**src/rtl/jtag_tap_scan.sv**
```systemverilog
// IEEE 1149.1-style test access block with a BIST/MISR mode on the boundary register.
// Everything runs on ck. Capture, shift and update are enables decoded from the TAP
// state, so there are no derived clocks.
// Ports:
//   ck, reset_n    : system clock, synchronous active-low reset
//   TMS, TDI       : test mode select, serial data in
//   TDO, TDO_en    : serial data out (combinational), high only in Shift-DR/Shift-IR
//   sys_in/sys_out : pin/core data through the boundary cells
//   inst           : current (updated) instruction
//   tap_state      : current TAP controller state encoding
module jtag_tap_scan #(
  parameter int unsigned          IR_W      = 2,
  parameter int unsigned          BSR_LEN   = 8,
  parameter logic [BSR_LEN-1:0]   LFSR_TAPS = 8'hB8,
  parameter int unsigned          OP_SAMPLE = 0,
  parameter int unsigned          OP_EXTEST = 1,
  parameter int unsigned          OP_BIST   = 2
) (
  input  logic               ck,
  input  logic               reset_n,
  input  logic               TMS,
  input  logic               TDI,
  output logic               TDO,
  output logic               TDO_en,
  input  logic [BSR_LEN-1:0] sys_in,
  output logic [BSR_LEN-1:0] sys_out,
  output logic [IR_W-1:0]    inst,
  output logic [3:0]         tap_state
);

  typedef enum logic [3:0] {
    ST_EX2DR   = 4'h0,
    ST_EX1DR   = 4'h1,
    ST_SHDR    = 4'h2,
    ST_PAUSEDR = 4'h3,
    ST_SELIR   = 4'h4,
    ST_UPDDR   = 4'h5,
    ST_CAPDR   = 4'h6,
    ST_SELDR   = 4'h7,
    ST_EX2IR   = 4'h8,
    ST_EX1IR   = 4'h9,
    ST_SHIR    = 4'hA,
    ST_PAUSEIR = 4'hB,
    ST_RTI     = 4'hC,
    ST_UPDIR   = 4'hD,
    ST_CAPIR   = 4'hE,
    ST_TLR     = 4'hF
  } tap_state_e;

  localparam logic [IR_W-1:0] INST_SAMPLE = IR_W'(OP_SAMPLE);
  localparam logic [IR_W-1:0] INST_EXTEST = IR_W'(OP_EXTEST);
  localparam logic [IR_W-1:0] INST_BIST   = IR_W'(OP_BIST);
  localparam logic [IR_W-1:0] INST_BYPASS = '1;

  tap_state_e         state_q, state_d;
  logic [IR_W-1:0]    inst_q, inst_d;
  logic [IR_W-1:0]    ir_sh_q, ir_sh_d;
  logic [BSR_LEN-1:0] bsr_q, bsr_d;
  logic [BSR_LEN-1:0] upd_q, upd_d;
  logic               byp_q, byp_d;

  logic bsr_sel;
  logic bist_sel;
  logic extest_sel;
  logic misr_fb;

  // Instruction decode: all-ones always wins as BYPASS, anything undefined is BYPASS too.
  always_comb begin
    bist_sel   = (inst_q == INST_BIST)   && (inst_q != INST_BYPASS);
    extest_sel = (inst_q == INST_EXTEST) && (inst_q != INST_BYPASS);
    bsr_sel    = ((inst_q == INST_SAMPLE) || extest_sel || bist_sel) &&
                 (inst_q != INST_BYPASS);
    misr_fb    = ^(bsr_q & LFSR_TAPS);
  end

  // TAP controller next state on TMS.
  always_comb begin
    state_d = state_q;
    case (state_q)
      ST_TLR:     state_d = TMS ? ST_TLR     : ST_RTI;
      ST_RTI:     state_d = TMS ? ST_SELDR   : ST_RTI;
      ST_SELDR:   state_d = TMS ? ST_SELIR   : ST_CAPDR;
      ST_CAPDR:   state_d = TMS ? ST_EX1DR   : ST_SHDR;
      ST_SHDR:    state_d = TMS ? ST_EX1DR   : ST_SHDR;
      ST_EX1DR:   state_d = TMS ? ST_UPDDR   : ST_PAUSEDR;
      ST_PAUSEDR: state_d = TMS ? ST_EX2DR   : ST_PAUSEDR;
      ST_EX2DR:   state_d = TMS ? ST_UPDDR   : ST_SHDR;
      ST_UPDDR:   state_d = TMS ? ST_SELDR   : ST_RTI;
      ST_SELIR:   state_d = TMS ? ST_TLR     : ST_CAPIR;
      ST_CAPIR:   state_d = TMS ? ST_EX1IR   : ST_SHIR;
      ST_SHIR:    state_d = TMS ? ST_EX1IR   : ST_SHIR;
      ST_EX1IR:   state_d = TMS ? ST_UPDIR   : ST_PAUSEIR;
      ST_PAUSEIR: state_d = TMS ? ST_EX2IR   : ST_PAUSEIR;
      ST_EX2IR:   state_d = TMS ? ST_UPDIR   : ST_SHIR;
      ST_UPDIR:   state_d = TMS ? ST_SELDR   : ST_RTI;
      default:    state_d = ST_TLR;
    endcase
  end

  // Register actions keyed on the state present at the edge; pause/exit states hold.
  always_comb begin
    inst_d  = inst_q;
    ir_sh_d = ir_sh_q;
    bsr_d   = bsr_q;
    upd_d   = upd_q;
    byp_d   = byp_q;
    case (state_q)
      ST_TLR:   inst_d  = INST_BYPASS;
      ST_CAPIR: ir_sh_d = IR_W'(1);
      ST_SHIR:  ir_sh_d = {TDI, ir_sh_q[IR_W-1:1]};
      ST_UPDIR: inst_d  = ir_sh_q;
      ST_CAPDR: begin
        // BIST keeps its signature in the BSR instead of sampling the pins.
        if (bsr_sel) begin
          if (!bist_sel) bsr_d = sys_in;
        end else begin
          byp_d = 1'b0;
        end
      end
      ST_SHDR: begin
        if (bsr_sel) bsr_d = {TDI, bsr_q[BSR_LEN-1:1]};
        else         byp_d = TDI;
      end
      ST_UPDDR: begin
        if (bsr_sel) upd_d = bsr_q;
      end
      ST_RTI: begin
        // MISR compaction of sys_in while idling under BIST.
        if (bist_sel) bsr_d = {misr_fb, bsr_q[BSR_LEN-1:1]} ^ sys_in;
      end
      default: ;
    endcase
  end

  always_ff @(posedge ck) begin
    if (!reset_n) begin
      state_q <= ST_TLR;
      inst_q  <= INST_BYPASS;
      ir_sh_q <= '0;
      bsr_q   <= '0;
      upd_q   <= '0;
      byp_q   <= 1'b0;
    end else begin
      state_q <= state_d;
      inst_q  <= inst_d;
      ir_sh_q <= ir_sh_d;
      bsr_q   <= bsr_d;
      upd_q   <= upd_d;
      byp_q   <= byp_d;
    end
  end

  // Serial output and pin mux.
  always_comb begin
    TDO    = 1'b0;
    TDO_en = 1'b0;
    if (state_q == ST_SHIR) begin
      TDO    = ir_sh_q[0];
      TDO_en = 1'b1;
    end else if (state_q == ST_SHDR) begin
      TDO    = bsr_sel ? bsr_q[0] : byp_q;
      TDO_en = 1'b1;
    end
    sys_out = extest_sel ? upd_q : sys_in;
  end

  assign inst      = inst_q;
  assign tap_state = state_q;

endmodule

```
**config.mk**
```make
export PLATFORM = sky130hd
export DESIGN_NAME = jtag_tap_scan
export DESIGN_NICKNAME = d
export VERILOG_FILES = /design/src/rtl/jtag_tap_scan.sv
export SDC_FILE = /design/constraint.sdc
export NUM_CORES = 1
export LEC_CHECK = 0
export CAP_MARGIN = 10
export CORE_ASPECT_RATIO = 1.4
export CORE_MARGIN = 2
export CORE_UTILIZATION = 46
export CTS_CLUSTER_SIZE = 40
export DETAILED_ROUTE_END_ITERATION = 8
export PLACE_DENSITY_LB_ADDON = 0.12
export SLEW_MARGIN = 10
export SYNTH_ARGS = -nofsm -noshare
export SYNTH_HDL_FRONTEND = slang
export SYNTH_SLANG_ARGS = --single-unit
```
**constraint.sdc**
```tcl
create_clock -name ck -period 1.7 [get_ports ck]
set_input_delay 0.51 -clock ck [delete_from_list [all_inputs] [get_ports ck]]
set_output_delay 0.51 -clock ck [all_outputs]
set_load 0.005 [all_outputs]
```
==> results_dict.tcl, run 1 <==
set metrics [dict create \
    run_status "finished, violations left" \
    violations "negative setup slack" \
    synth_top_family_by_area "simple AND/OR/NAND/NOR gates" \
    worst_hold_path_type "register to register" \
    ys_seq_elements 25 \
    synth_compound_area_frac 0.212 \
    yosys-top-cells-count "25 x dfxtp_1, 17 x nand2_1, 12 x a21oi_1" \
    synth_most_common_cell "dfxtp_1" \
    dp_slack_ns -0.469 \
    core_sq_um 2880 \
    synth-xor-area-share 0.0285 \
    utilization 0.778 \
    drive_gt1_frac 0.415 \
    cts-root-buf "clkbuf_8" \
    num_io_pins 28 \
    finalNonFillerCells 266 \
    synth_fp_nets 178 \
    min_period_over_period 1.10 \
    tightest_slew_ns 0.338 \
    grt_max_degree 15 \
    area_growth_syn_to_layout_pct 59.7 \
    firstDrtPassIters 4 \
    start_util 0.487 \
    yosys.area_share.simple 0.215 \
    grt_usage 0.232 \
    postSynthAreaPerCell_sq_um 8.45 \
    yosys_warnings 0 \
    yosysTopAreaCellShare 0.357 \
    crit_start "inst[0]" \
    hold_viol 0 \
    ant_nets 0 \
    cts.htree.levels 1 \
    muxShareOfSynthArea 0.136 \
    drt-total-wl_um 4200 \
    cap_viol_max_count 0 \
    ys.flop_type "dfxtp_1" \
    clock.fmax_ghz 0.534 \
    hold_ws_ns 0.491 \
    yosysTopAreaCell "dfxtp_1" \
    die_area_sq_um 3510 \
    powerDensity_nw_per_um2 656 \
    critical_path.startpoint_type "register" \
    tns_ns -1.56 \
    critPathRequiredTime_ns 1.19 \
    clock-sinks 25 \
    clkTransAtPathRegs_ns 0.09 \
    power_leakage_nw 0.986 \
    layout.nets 242 \
    finalSetupViolations 11 \
    min_from "ir_sh_q[1]" \
    grt_pass1_vias 1506 \
    cts_tree "yes" \
    synth_edf_count 0 \
    gp_congestion 0.836 \
    syn_inst 166 \
    holdBufCountCts 0 \
    grt_setup_unrepaired "yes" \
    die_h_um 69.3 \
    grt-ovfl-total 0 \
    fp.dieW_um 50.7 \
    portBuffers 27 \
    vias 1541 \
    synthArstFlopShare 0 \
    synth.top_cells.by_area "dfxtp_1 36%, mux2i_1 7.1%, mux2_2 6.4%" \
    period_needed_ns 1.87 \
    numCtsBuffers 3 \
    endpoint_kind "output pin" \
    synthAdderAreaFrac 0 \
    drc 0 \
    antenna_cells 0 \
    antenna_found_initial 0 \
    crit_arrival_ns 1.36 \
    std_cell_rows 23 \
    dp_hpwl_um 2650 \
    worstSkewPairLatency_ns 0.28 \
    clk_path_buf_depth 2 \
    syn_area_sq_um 1400 \
    layout_setup_ws_ns -0.172 \
    ir_drop_uv 608 \
    via_per_inst 5.79 \
    wl_per_cell_um 15.8 \
    r2r_start "tap_state[3]" \
    drtIter0Drc 27 \
    crit_fanout 8 \
    synth_cell_type_count 41 \
    crit_type "register to output pin" \
    dp_cells 241 \
    fin_skew_ns 0.00480 \
    yosysSeqAreaShare 0.357 \
    max_slew_margin 0.775 \
    grt_pass1_wl_um 6490 \
    finalMaxSlewViolations 0 \
    regToRegSetupSlack_ns -0.07 \
]
metrics by stage:
stage	instance area, sq um	total power, mW
2_1_floorplan	1400	0.802
3_3_place_gp	1850	0.976
3_5_place_dp	1850	0.984
4_1_cts	2080	1.41
5_1_grt	2240	1.53
6_report	2240	1.47
critical path: stages, from the launching register on:
cell and delay, ns:
dfxtp_4 0.35, buf_6 0.12, nand2b_4 0.16, mux2_4 0.33, buf_6 0.12
cell type report:
class / instances / area [sq um]
clock inverter: 1 / 5.00
timing repair buffer: 72 / 641
tap: 37 / 46.3
sequential: 25 / 513
multi-input combinational: 124 / 978
inverter: 4 / 15.0
fill: 196 / 638
clock buffer: 3 / 41.3
metal layers:
layer / vias up / part of all wire / track usage
li1: 732 / - / -
met1: 756 / 0.41 / 0.264
met2: 44 / 0.53 / 0.421
met3: 9 / 0.041 / 0.0388
met4: 0 / 0.022 / 0.0811
met5: - / 0 / 0
placed cells by master, fill, tap and decap left out, types with 6 or more instances in the layout:
cell	Yosys	routed
dlygate4sd2_1	0	6
clkdlybuf4s50_1	0	11
a21oi_1	12	12
dfxtp_1	25	19
buf_4	1	37
nand3_1	11	10
nor2_1	11	10
mux2i_1	10	10
o32ai_2	1	7
buf_6	0	16
nand2_1	17	16
mux2_4	0	8
final timing paths:
path,endpoint,cells after the start
min reg2reg,ir_sh_q[1],2
max reg2reg,bsr_q[0],7
min,ir_sh_q[1],2
max,sys_out[7],4
cells by family (layout without fill, tap and decap cells):
logic type	after synthesis	count (layout)
multiplexers	18	18
flip-flops	25	25
AO/OA/AOI/OAI	44	44
XOR/XNOR	3	3
AND/OR/NAND/NOR	59	59
buffers and inverters	17	80
power breakdown:
| part | switching [mW] | internal (mW) |
|---|---|---|
| Sequential | 0.0151 | 0.605 |
| Combinational | 0.207 | 0.275 |
| Clock | 0.203 | 0.165 |
flip-flops by register name, indices dropped and copies added, names as in the netlist:
register	count
bsr_q	8
byp_q	1
inst	2
ir_sh_q	2
tap_state	4
upd_q	8
timing repair:
item | CTS | global route
endpoints found under the setup margin | 19 | 17
buffers inserted | 13 | 9
gates resized for setup | 85 | 17
endpoints found under the hold margin | 0 | 0
pin swaps | 4 | 9
No activity file was read; power rests on OpenSTA's default activity.
==> inputs of run 2 (changes only) <==
--- a/config.mk
+++ b/config.mk
@@ -12,7 +12,6 @@
 export CTS_CLUSTER_SIZE = 40
 export DETAILED_ROUTE_END_ITERATION = 8
 export PLACE_DENSITY_LB_ADDON = 0.12
-export SLEW_MARGIN = 10
 export SYNTH_ARGS = -nofsm -noshare
 export SYNTH_HDL_FRONTEND = slang
 export SYNTH_SLANG_ARGS = --single-unit
==> results of run 2 <==
Final layout, timing and power as in run 1 (identical DEF).
